## src/rtl/fifo_wr_arbiter_if.sv

```systemverilog
// Requester streams plus FIFO write-port bundle for fifo_wr_arbiter.
// master: the arbiter side (drives ready, FIFO write, grant status).
// slave : requesters and FIFO side (drives valid/data and FIFO flags).
interface fifo_wr_arbiter_if #(
  parameter int unsigned NUM_REQ = 4,
  parameter int unsigned DATA_W  = 128
);
  localparam int unsigned GID_W = (NUM_REQ > 1) ? $clog2(NUM_REQ) : 1;

  logic [NUM_REQ-1:0]             req_valid;
  logic [NUM_REQ-1:0][DATA_W-1:0] req_data;   // requester i at bits [i*DATA_W +: DATA_W]
  logic [NUM_REQ-1:0]             req_ready;
  logic                           o_full;
  logic                           o_alm_full;
  logic                           i_wren;
  logic [DATA_W-1:0]              i_wrdata;
  logic [GID_W-1:0]               grant_id;
  logic                           busy;

  modport master (
    input  req_valid, req_data, o_full, o_alm_full,
    output req_ready, i_wren, i_wrdata, grant_id, busy
  );

  modport slave (
    output req_valid, req_data, o_full, o_alm_full,
    input  req_ready, i_wren, i_wrdata, grant_id, busy
  );
endinterface

```

## src/rtl/fifo_wr_arbiter.sv

```systemverilog
// Round-robin arbiter sharing one FIFO write port among NUM_REQ valid/ready
// requesters. A grant lasts up to MAX_BURST beats; the FIFO write is issued
// one register stage after acceptance. Acceptance is blocked whenever the FIFO
// reports full or almost-full, and the almost-full margin covers the single
// write in flight.
// Optional build macro FIFO_ARB_STATS_EN adds per-requester saturating beat
// counters (stat_beats) with a synchronous clear (stat_clr).
// Note: rstn is an active-high asynchronous reset despite its name.
module fifo_wr_arbiter #(
  parameter int unsigned NUM_REQ   = 4,
  parameter int unsigned DATA_W    = 128,
  parameter int unsigned MAX_BURST = 4
) (
  input  logic                    clk,
  input  logic                    rstn,
`ifdef FIFO_ARB_STATS_EN
  input  logic                    stat_clr,
  output logic [NUM_REQ-1:0][31:0] stat_beats,
`endif
  fifo_wr_arbiter_if.master       bus
);

  localparam int unsigned GID_W = (NUM_REQ > 1) ? $clog2(NUM_REQ) : 1;
  localparam int unsigned BC_W  = (MAX_BURST > 1) ? $clog2(MAX_BURST) : 1;
  localparam logic [BC_W-1:0] LAST_BEAT = BC_W'(MAX_BURST - 1);

  typedef enum logic [0:0] {
    ST_IDLE  = 1'b0,
    ST_BURST = 1'b1
  } state_t;

  state_t            state;
  logic [BC_W-1:0]   beat_cnt;

  logic              stall;
  logic              sel_valid;
  logic              accept;
  logic [DATA_W-1:0] sel_data;
  logic              pick_found;
  logic [GID_W-1:0]  pick_idx;
  int unsigned       cand;

  // Flag decode and the granted requester's view of the handshake.
  always_comb begin
    stall     = bus.o_full | bus.o_alm_full;
    sel_valid = bus.req_valid[bus.grant_id];
    sel_data  = bus.req_data[bus.grant_id];
    accept    = (state == ST_BURST) & sel_valid & ~stall;
  end

  // Ready only toward the granted requester while bursting and not throttled.
  always_comb begin
    bus.req_ready = '0;
    if ((state == ST_BURST) && !stall) begin
      bus.req_ready[bus.grant_id] = 1'b1;
    end
  end

  // Round-robin pick: first valid index after the last grant, wrapping.
  always_comb begin
    pick_found = 1'b0;
    pick_idx   = '0;
    cand       = 0;
    for (int unsigned k = 1; k <= NUM_REQ; k++) begin
      cand = (32'(bus.grant_id) + k) % NUM_REQ;
      if (!pick_found && bus.req_valid[GID_W'(cand)]) begin
        pick_found = 1'b1;
        pick_idx   = GID_W'(cand);
      end
    end
  end

  // Arbitration FSM with registered FIFO write stage and status outputs.
  always_ff @(posedge clk or posedge rstn) begin
    if (rstn) begin
      state        <= ST_IDLE;
      beat_cnt     <= '0;
      bus.grant_id <= GID_W'(NUM_REQ - 1);
      bus.busy     <= 1'b0;
      bus.i_wren   <= 1'b0;
      bus.i_wrdata <= '0;
    end else begin
      bus.i_wren <= accept;
      if (accept) begin
        bus.i_wrdata <= sel_data;
      end

      case (state)
        ST_IDLE: begin
          if (pick_found) begin
            bus.grant_id <= pick_idx;
            beat_cnt     <= '0;
            state        <= ST_BURST;
            bus.busy     <= 1'b1;
          end
        end

        ST_BURST: begin
          // A dropped valid releases the grant even while stalled.
          if (!sel_valid) begin
            state    <= ST_IDLE;
            bus.busy <= 1'b0;
          end else if (accept) begin
            if (beat_cnt == LAST_BEAT) begin
              state    <= ST_IDLE;
              bus.busy <= 1'b0;
            end else begin
              beat_cnt <= beat_cnt + BC_W'(1);
            end
          end
        end

        default: begin
          state    <= ST_IDLE;
          bus.busy <= 1'b0;
        end
      endcase
    end
  end

`ifdef FIFO_ARB_STATS_EN
  // Saturating per-requester accepted-beat counters; clear beats a coincident accept.
  always_ff @(posedge clk or posedge rstn) begin
    if (rstn) begin
      stat_beats <= '0;
    end else begin
      for (int unsigned i = 0; i < NUM_REQ; i++) begin
        if (stat_clr) begin
          stat_beats[i] <= '0;
        end else if (accept && (bus.grant_id == GID_W'(i)) &&
                     (stat_beats[i] != 32'hFFFF_FFFF)) begin
          stat_beats[i] <= stat_beats[i] + 32'd1;
        end
      end
    end
  end
`endif

endmodule

```

## src/flat_wrapper.sv

```systemverilog
// flat-port wrapper written by rule: the top's interface ports become plain ports
module fifo_wr_arbiter_flat 
#(
  parameter int unsigned NUM_REQ   = 4,
  parameter int unsigned DATA_W    = 128,
  parameter int unsigned MAX_BURST = 4
)
  (clk, rstn, bus_req_valid, bus_req_data, bus_o_full, bus_o_alm_full, bus_req_ready, bus_i_wren, bus_i_wrdata, bus_grant_id, bus_busy);
  fifo_wr_arbiter_if #(.NUM_REQ(NUM_REQ), .DATA_W(DATA_W)) bus_i ();
  input  logic clk;
  input  logic rstn;
  input wire logic [$bits(bus_i.req_valid)-1:0] bus_req_valid;
  input wire logic [$bits(bus_i.req_data)-1:0] bus_req_data;
  input wire logic [$bits(bus_i.o_full)-1:0] bus_o_full;
  input wire logic [$bits(bus_i.o_alm_full)-1:0] bus_o_alm_full;
  output wire logic [$bits(bus_i.req_ready)-1:0] bus_req_ready;
  output wire logic [$bits(bus_i.i_wren)-1:0] bus_i_wren;
  output wire logic [$bits(bus_i.i_wrdata)-1:0] bus_i_wrdata;
  output wire logic [$bits(bus_i.grant_id)-1:0] bus_grant_id;
  output wire logic [$bits(bus_i.busy)-1:0] bus_busy;
  assign bus_i.req_valid = bus_req_valid;
  assign bus_i.req_data = bus_req_data;
  assign bus_i.o_full = bus_o_full;
  assign bus_i.o_alm_full = bus_o_alm_full;
  assign bus_req_ready = bus_i.req_ready;
  assign bus_i_wren = bus_i.i_wren;
  assign bus_i_wrdata = bus_i.i_wrdata;
  assign bus_grant_id = bus_i.grant_id;
  assign bus_busy = bus_i.busy;
  fifo_wr_arbiter #(.NUM_REQ(NUM_REQ), .DATA_W(DATA_W), .MAX_BURST(MAX_BURST)) u_core (.clk(clk), .rstn(rstn), .bus(bus_i));
endmodule
```

## config.mk

```make
export PLATFORM = sky130hd
export DESIGN_NAME = fifo_wr_arbiter_flat
export DESIGN_NICKNAME = d
export VERILOG_FILES = /design/src/rtl/fifo_wr_arbiter_if.sv /design/src/rtl/fifo_wr_arbiter.sv /design/src/flat_wrapper.sv
export SDC_FILE = /design/constraint.sdc
export NUM_CORES = 1
export LEC_CHECK = 0
export CORE_AREA = 2 2 255 257
export DETAILED_ROUTE_END_ITERATION = 12
export DIE_AREA = 0 0 257 259
export PLACE_DENSITY = 0.48
export SYNTH_ARGS = -nofsm -noshare
export SYNTH_HDL_FRONTEND = slang
export SYNTH_SLANG_ARGS = --single-unit
export TNS_END_PERCENT = 20
```

## constraint.sdc

```tcl
create_clock -name clk -period 4.3 [get_ports clk]
set_input_delay 0.86 -clock clk [delete_from_list [all_inputs] [get_ports clk]]
set_output_delay 0.86 -clock clk [all_outputs]
set_load 0.01 [all_outputs]
```

==> reports/results.tsv, run 1 <==
metric	value	unit
Root Buffer	clkbuf_16	
core area	0.0639	mm²
layout cells sized above 1	26.9	%
CTS Sinks	135	
EDFF count, synth	0	
GP Congestion	0.876	
first-pass GRT wire length	54500	µm
1st-iter DRT viols	213	
CP Data Required Time	3440	ps
CTS Hold Buffers Added	0	
largest net degree at the start of global routing	73	
outcome	finished clean	
sequential fraction of the synthesis area	38.3	%
fill cell total of the finished layout	6515	
H-tree depth	4	
CTS Buffer Depth	2	
maximum VDD drop	280	µV
Starting Density	13.8	%
cell area after placement	0.0163	mm²
Nets	1659	
Setup crit end kind	output pin	
most frequent cells in the layout	clkdlybuf4s50_1 (655), dfrtp_1 (133), mux4_2 (129)	
first-pass detailed-route iteration total	4	
final instance area	0.0169	mm²
chip width	257	µm
Pwr Density	562	mW/mm²
Syn Inst Count	495	
row count	93	
Unique masters post-synth	36	
via count	7404	
worst-margin pin slew	877	ps
Syn Std Cell Area	0.00882	mm²
FFs w/ async S/R, synth	100	%
CTS Buf Count	17	
Post-synth top flop	dfrtp_1	
final worst path period share	78.8	%
Worst-path clk slew	70	ps
Max stage delay on crit path	550	ps
Startpoint Class	input port	
Bufs and invs on worst path	2	
area added between synthesis and finish	92.0	%
cts repair resizes	0	
Routed Antenna Nets	0	
Total GRT Usage	11.0	%
fin crit period	3390	ps
Max Cap Violations	0	
Hold Violations, Final	0	
crit path cell chain	clkdlybuf4s50_1 > nor3b_2 > and2_1 > clkdlybuf4s50_1	
DIE AREA	0.0666	mm²
Worst-Skew Late Latency	460	ps
postcts setup bufs	0	
Setup Viol. Count Final	0	
IO Count	656	
crit path max-delay cell type	clkdlybuf4s50_1	
commonest non-fill, non-tap cell in the layout	clkdlybuf4s50_1	
class of the worst hold path	reg2reg	
vias in the first global route	8499	
WL per Instance	18.5	µm
post-DR vias/cell	3.69	
PortBufs	655	
CP top delay family	buffers and inverters	
unrepaired setup endpoints after global routing	false	
Slew Viols, Final	0	
CP Class	in2out	
syn_area_per_cell	17.8	µm²
Sum Neg Setup Slack	0	ps
worst hold margin	492	ps
CTS tree	built	
die height	259	µm
syn nets	1020	
static leakage	6.38	nW
Top cell by count, worst path	clkdlybuf4s50_1	
Synth Register Bits	135	
Max FO, Critical Path	6	
YS warnings	0	
initial antenna violation count	2	
skew final	7.76	ps
Remaining Overflow, GRT	0	
highest clock rate	295	MHz
hpwl dp	30400	µm
Total Routed Length	37100	µm
slew margin rel.	41.5	%
Worst Path Arrival	2530	ps
# DRC	0	
## per-stage QoR
step	power (mW)	cells	util, %	setup slack, ps
finish	9.52	2004	26.5	912
global route	10.1	2003	26.5	812
CTS	9.76	2002	26.5	849
detailed placement	8.11	1970	25.6	883
global placement	8.12	1970	25.6	889
floorplan	5.53	495	-	1760
## state kept, by name (all words and copies together) (netlist names)
signal / count
u_core.bus.i_wrdata: 128
u_core.beat_cnt: 2
u_core.bus.grant_id: 2
u_core.bus.busy: 1
u_core.bus.i_wren: 1
u_core.state: 1
## final cells by class
type | count | area (µm²) | area share (%)
tap | 855 | 1070 | 6.31
multi-input combinational | 307 | 5120 | 30.2
sequential | 135 | 3390 | 20.0
antenna | 2 | 5.00 | 0.0295
inverter | 6 | 33.8 | 0.199
timing repair buffer | 667 | 6720 | 39.7
clock buffer | 19 | 433 | 2.56
clock inverter | 13 | 171 | 1.01
## synth_stat cells (2+ instances only)
cell      number  area [µm²]
dfstp_2        2        52.6
mux2_4       109        1640
buf_6         14         158
nor3b_1        2        15.0
mux4_2       129        2910
nor3_1         3        15.0
and2_1         4        25.0
mux2i_1        3        30.0
o21ai_0        5        25.0
nand2_1        2        7.51
a21oi_1        5        25.0
clkbuf_1      17        63.8
dfrtp_1      133        3330
inv_1          5        18.8
buf_2         15        75.1
or3b_2         2        17.5
nand3_1        3        15.0
ha_1           5        62.6
nor2_1         2        7.51
mux2_2        19         214
## report_power, final
part           switching, mW  internal (mW)  total, mW
Clock                  0.625          0.918       1.54
Sequential             0.477           1.94       2.41
Combinational           2.03           3.53       5.56
## worst paths after layout
path	startpoint	end	slack [ps]	depth (start not counted)
max in group asynchronous	rstn	u_core.bus.i_wrdata[88]	3020	3
hold / removal	u_core.beat_cnt[0]	u_core.beat_cnt[0]	490	1
min in group asynchronous	rstn	u_core.bus.i_wrdata[12]	880	3
hold reg to reg	u_core.beat_cnt[0]	u_core.beat_cnt[0]	490	1
setup / recovery	bus_o_full	bus_req_ready[0]	910	4
setup reg to reg	u_core.bus.grant_id[1]	u_core.bus.i_wrdata[48]	1570	5
## kinds of logic after synthesis
family,synth area share [%]
AO/OA/AOI/OAI,1.39
buffers and inverters,3.66
flip-flops,38.3
adder cells (fa/ha/maj),0.709
multiplexers,54.2
AND/OR/NAND/NOR,1.70
## layer usage
| metal | global-route usage, % | part of all wire [%] |
|---|---|---|
| met1 | 11.9 | 37 |
| met4 | 4.44 | 2.6 |
| met5 | 0 | 0 |
| met2 | 19.2 | 52 |
| met3 | 4.38 | 8.3 |
## worst reg2reg max path: stages (launching register included)
cell	delay (ps)
dfstp_4	960
mux4_2	380
nand2_2	120
inv_8	420
buf_12	390
mux2_4	350
No activity file was read; power rests on OpenSTA's default activity.
==> run 2: changes to the inputs <==
==> constraint.sdc (replaced) <==
create_clock -name clk -period 3 [get_ports clk]
set_input_delay 0.6 -clock clk [delete_from_list [all_inputs] [get_ports clk]]
set_output_delay 0.6 -clock clk [all_outputs]
set_load 0.01 [all_outputs]
==> run 2 against run 1 <==
Against the previous run: power up 45%; wire length up 1.7%; worst setup slack worse by 690 ps; global-route usage up 0.052 points; non-clock buffer count up 18; final cell count up 0.70%; die area unchanged; sequential share of layout area down 0.18 points; first-iteration DRC count up 23%; clock skew up 4.7 ps; critical path type is now reg2out.
==> reports/results.tsv, run 2 (synthesis results as in run 1) <==
metric	value	unit
Starting Density	13.8	%
slew margin rel.	52.2	%
WL per Instance	18.7	µm
Worst-path clk slew	70	ps
GP Congestion	0.848	
postcts setup bufs	0	
Total Routed Length	37700	µm
Worst-Skew Late Latency	450	ps
Total GRT Usage	11.1	%
vias in the first global route	8446	
Remaining Overflow, GRT	0	
static leakage	6.48	nW
number of diodes	0	
initial antenna violation count	0	
Hold Violations, Final	0	
Worst R2R Path Depth	4	
Layout Cells excl Fill	2018	
CP Class	reg2out	
Routed Antenna Nets	0	
post-DR vias/cell	3.71	
Root Buffer	clkbuf_16	
first-pass GRT wire length	54400	µm
cell area after placement	0.0165	mm²
area added between synthesis and finish	93.8	%
outcome	finished clean	
1st-iter DRT viols	262	
Pwr Density	805	mW/mm²
crit path max-delay cell type	dfstp_4	
Setup Viol. Count Final	0	
Max FO, Critical Path	17	
row count	93	
layout cells sized above 1	28.1	%
maximum VDD drop	725	µV
CTS tree	built	
utilization after layout	26.8	%
DIE AREA	0.0666	mm²
R2R setup slack	670	ps
die height	259	µm
CTS Buf Count	17	
Worst R2R End	u_core.bus.i_wrdata[127]	
CTS Hold Buffers Added	0	
most frequent cells in the layout	clkdlybuf4s50_1 (655), dfrtp_1 (133), mux4_2 (129)	
# DRC	0	
CTS Sinks	135	
worst hold margin	495	ps
final instance area	0.0171	mm²
hpwl dp	31200	µm
commonest non-fill, non-tap cell in the layout	clkdlybuf4s50_1	
PortBufs	655	
final worst path period share	92.6	%
unrepaired setup endpoints after global routing	false	
Post-Place Cells	1988	
CP Data Required Time	2400	ps
core area	0.0639	mm²
via count	7493	
highest clock rate	360	MHz
Worst Path Arrival	2180	ps
Max Cap Violations	0	
fin crit period	2780	ps
H-tree depth	4	
crit path cell chain	inv_1 > ha_1 > and2_1 > clkdlybuf4s50_1	
Sum Neg Setup Slack	0	ps
class of the worst hold path	reg2reg	
fill cell total of the finished layout	6509	
Max stage delay on crit path	760	ps
cts repair resizes	0	
pre-CTS WS	304	ps
skew final	12.5	ps
largest registers	u_core.bus.i_wrdata: 128 flops, u_core.beat_cnt: 2 flops, u_core.bus.grant_id: 2 flops	
Slew Viols, Final	0	
Nets	1677	
Final WS setup	222	ps
Largest register FFs	128	
Tot Pwr	13.8	mW
Storage cell area	0.00339	mm²
Biggest register	u_core.bus.i_wrdata	
largest net degree at the start of global routing	73	
Startpoint Class	register	
area of the multi-input gates	0.00512	mm²
first-pass detailed-route iteration total	6	
worst-margin pin slew	716	ps
Setup crit end kind	output pin	
chip width	257	µm
IO Count	656	
Worst Setup SP	u_core.bus.grant_id[0]	
CTS Buffer Depth	2	
Setup crit end	bus_req_ready[0]	
reg2reg start	u_core.bus.grant_id[0]	
run 2: cell types whose count changed in the layout (fill, tap and decap cells not counted), moves of 2 or more:
cell / change
clkbuf_1: -2
clkinv_4: -2
buf_4: +15
clkinv_2: +2
inv_6: -2
diode_2: -2
buf_12: +3
run 2: critical path, delay by kind of cell, from the launching register on:
family                     cells  cell delay, ps
adders and majority gates      1             220
buffers and inverters          2             600
DFF                            1             760
and+or+nand+nor                1             150
run 2: area by class of cell:
class | instances | share of cell area, %
inverter | 6 | 0.198
multi-input combinational | 307 | 29.9
timing repair buffer | 685 | 40.3
clock inverter | 12 | 0.900
clock buffer | 18 | 2.57
sequential | 135 | 19.8
tap | 855 | 6.26
run 2: routing by layer:
layer	wire (µm)	vias up	GRT usage, %
met2	19800	396	19.9
met3	2840	38	3.86
met5	0	-	0
li1	-	3342	-
met1	14200	3717	12.0
met4	877	0	3.94
run 2: worst min-delay path by stage:
stage,to,start,slack [ps],cells after the start
final,u_core.beat_cnt[0],u_core.beat_cnt[0],500,1
after global routing,u_core.bus.i_wrdata[22],u_core.bus.i_wrdata[22],520,1
after CTS,u_core.beat_cnt[0],u_core.beat_cnt[0],490,1
after detailed placement,u_core.beat_cnt[0],u_core.beat_cnt[0],480,1
after global placement,u_core.beat_cnt[0],u_core.beat_cnt[0],470,1
after floorplan,u_core.beat_cnt[0],u_core.beat_cnt[0],450,1
run 2: where the power goes:
part	switching, mW	total (mW)	leakage (nW)	internal, mW
Combinational	3.02	8.19	4.58	5.17
Clock	0.860	2.18	0.284	1.32
Sequential	0.632	3.41	1.61	2.78
Total	4.51	13.8	6.48	9.26
==> run 3: changes to the inputs <==
--- a/config.mk
+++ b/config.mk
@@ -5,9 +5,9 @@
 export SDC_FILE = /design/constraint.sdc
 export NUM_CORES = 1
 export LEC_CHECK = 0
-export CORE_AREA = 2 2 255 257
+export CORE_AREA = 3 3 256 258
 export DETAILED_ROUTE_END_ITERATION = 12
-export DIE_AREA = 0 0 257 259
+export DIE_AREA = 0 0 259 261
 export PLACE_DENSITY = 0.48
 export SYNTH_ARGS = -nofsm -noshare
 export SYNTH_HDL_FRONTEND = slang
==> run 3 against run 2 <==
Against the previous run: wire length up 8.4%; maximum frequency down 1.4%; utilization up 0.25 points; first-iteration DRC count up 33%; via count up 0.56%; worst setup slack worse by 41 ps; sequential cell count unchanged; largest cell class unchanged; highest routed layer is now met5.
==> reports/results.tsv, run 3 (synthesis results as in run 1) <==
metric	value	unit
outcome	finished clean	
CTS tree	built	
Setup crit end kind	output pin	
WL per Instance	20.4	µm
unrepaired setup endpoints after global routing	false	
Startpoint Class	register	
skew final	8.09	ps
CTS Buffer Depth	2	
core area	0.0632	mm²
CTS Buf Count	17	
largest registers	u_core.bus.i_wrdata: 128 flops, u_core.beat_cnt: 2 flops, u_core.bus.grant_id: 2 flops	
maximum VDD drop	603	µV
postcts setup bufs	0	
Slew Viols, Final	0	
worst-margin pin slew	727	ps
largest net degree at the start of global routing	71	
Worst Setup SP	u_core.bus.grant_id[0]	
# DRC	0	
DIE AREA	0.0676	mm²
row count	92	
Setup crit end	bus_grant_id[0]	
Largest register FFs	128	
CP Class	reg2out	
GP Congestion	0.874	
Remaining Overflow, GRT	0	
R2R setup slack	710	ps
Worst-Skew Late Latency	460	ps
static leakage	6.46	nW
Root Buffer	clkbuf_16	
vias in the first global route	8404	
1st-iter DRT viols	348	
first-pass detailed-route iteration total	4	
Hold Violations, Final	0	
via count	7535	
fill cell total of the finished layout	6422	
Total GRT Usage	11.7	%
Setup Viol. Count Final	0	
IO Count	656	
initial antenna violation count	8	
Worst Path Arrival	2220	ps
CTS Hold Buffers Added	0	
Metal-1 WL	15500	µm
area added between synthesis and finish	93.4	%
final worst path period share	94.0	%
CTS Sinks	135	
cts repair resizes	0	
Nets	1674	
pre-CTS WS	255	ps
post-DR vias/cell	3.75	
first-pass GRT wire length	56900	µm
Biggest register	u_core.bus.i_wrdata	
Final WS setup	181	ps
Max Cap Violations	0	
fin crit period	2820	ps
Worst R2R Path Depth	5	
most frequent cells in the layout	clkdlybuf4s50_1 (655), dfrtp_1 (133), mux4_2 (129)	
Starting Density	14.0	%
Met2 Wirelength	21200	µm
met3 wire len	3630	µm
uppermost layer routed	met5	
slew margin rel.	51.1	%
Pwr Density	811	mW/mm²
Tot Pwr	13.8	mW
Routed Antenna Nets	0	
Max FO, Critical Path	57	
reg2reg start	u_core.bus.grant_id[1]	
die height	261	µm
highest clock rate	355	MHz
chip width	259	µm
class of the worst hold path	reg2reg	
layout cells sized above 1	27.9	%
H-tree depth	4	
Worst R2R End	u_core.bus.i_wrdata[10]	
PortBufs	655	
CP Data Required Time	2400	ps
hpwl dp	34000	µm
Sum Neg Setup Slack	0	ps
cell area after placement	0.0165	mm²
Worst-path clk slew	60	ps
commonest non-fill, non-tap cell in the layout	clkdlybuf4s50_1	
Total Routed Length	40900	µm
final instance area	0.0171	mm²
## run 3: cell types whose count changed in the layout (fill, tap and decap cells not counted)
cell	change
diode_2	+2
buf_4	-3
## run 3: metal layers
layer | track usage (%) | vias to the layer above
li1 | - | 3337
met1 | 13.1 | 3775
met2 | 20.5 | 383
met3 | 4.49 | 34
met4 | 3.30 | 6
met5 | 0 | -
## run 3: worst max-delay path, cell delays in order (launching register included)
cell and delay [ps]:
dfstp_4 720, buf_12 350, clkdlybuf4s50_1 630
## run 3: cell type report
class                      instances  area [µm²]  share of cell area, %
clock inverter                    12         154                  0.901
timing repair buffer             682        6870                   40.3
clock buffer                      18         439                   2.57
antenna                            2        5.00                 0.0293
sequential                       135        3390                   19.8
multi-input combinational        307        5120                   30.0
inverter                           6        33.8                  0.198
tap                              846        1060                   6.20
## run 3: stage by stage
step,util [%],std cells,hold slack [ps]
after CTS,27.0,2006,477
after floorplan,-,495,449
after global placement,26.1,1976,466
final,27.0,2008,486
after detailed placement,26.1,1976,484
after global routing,27.0,2006,517
## run 3: worst min path at each step
stage	cells after the start	slack (ps)	start	end
after global routing	2	520	rstn	u_core.bus.i_wrdata[28]
final	1	490	u_core.beat_cnt[0]	u_core.beat_cnt[0]
after global placement	1	470	u_core.beat_cnt[0]	u_core.beat_cnt[0]
after CTS	2	480	rstn	u_core.bus.i_wrdata[21]
after floorplan	1	450	u_core.beat_cnt[0]	u_core.beat_cnt[0]
after detailed placement	1	480	u_core.beat_cnt[0]	u_core.beat_cnt[0]
## run 3: where the power goes
part           switching [mW]  internal (mW)  total (mW)
registers               0.679           2.78        3.46
clock network           0.878           1.31        2.19
logic                    3.04           5.15        8.20
total                    4.60           9.25        13.8
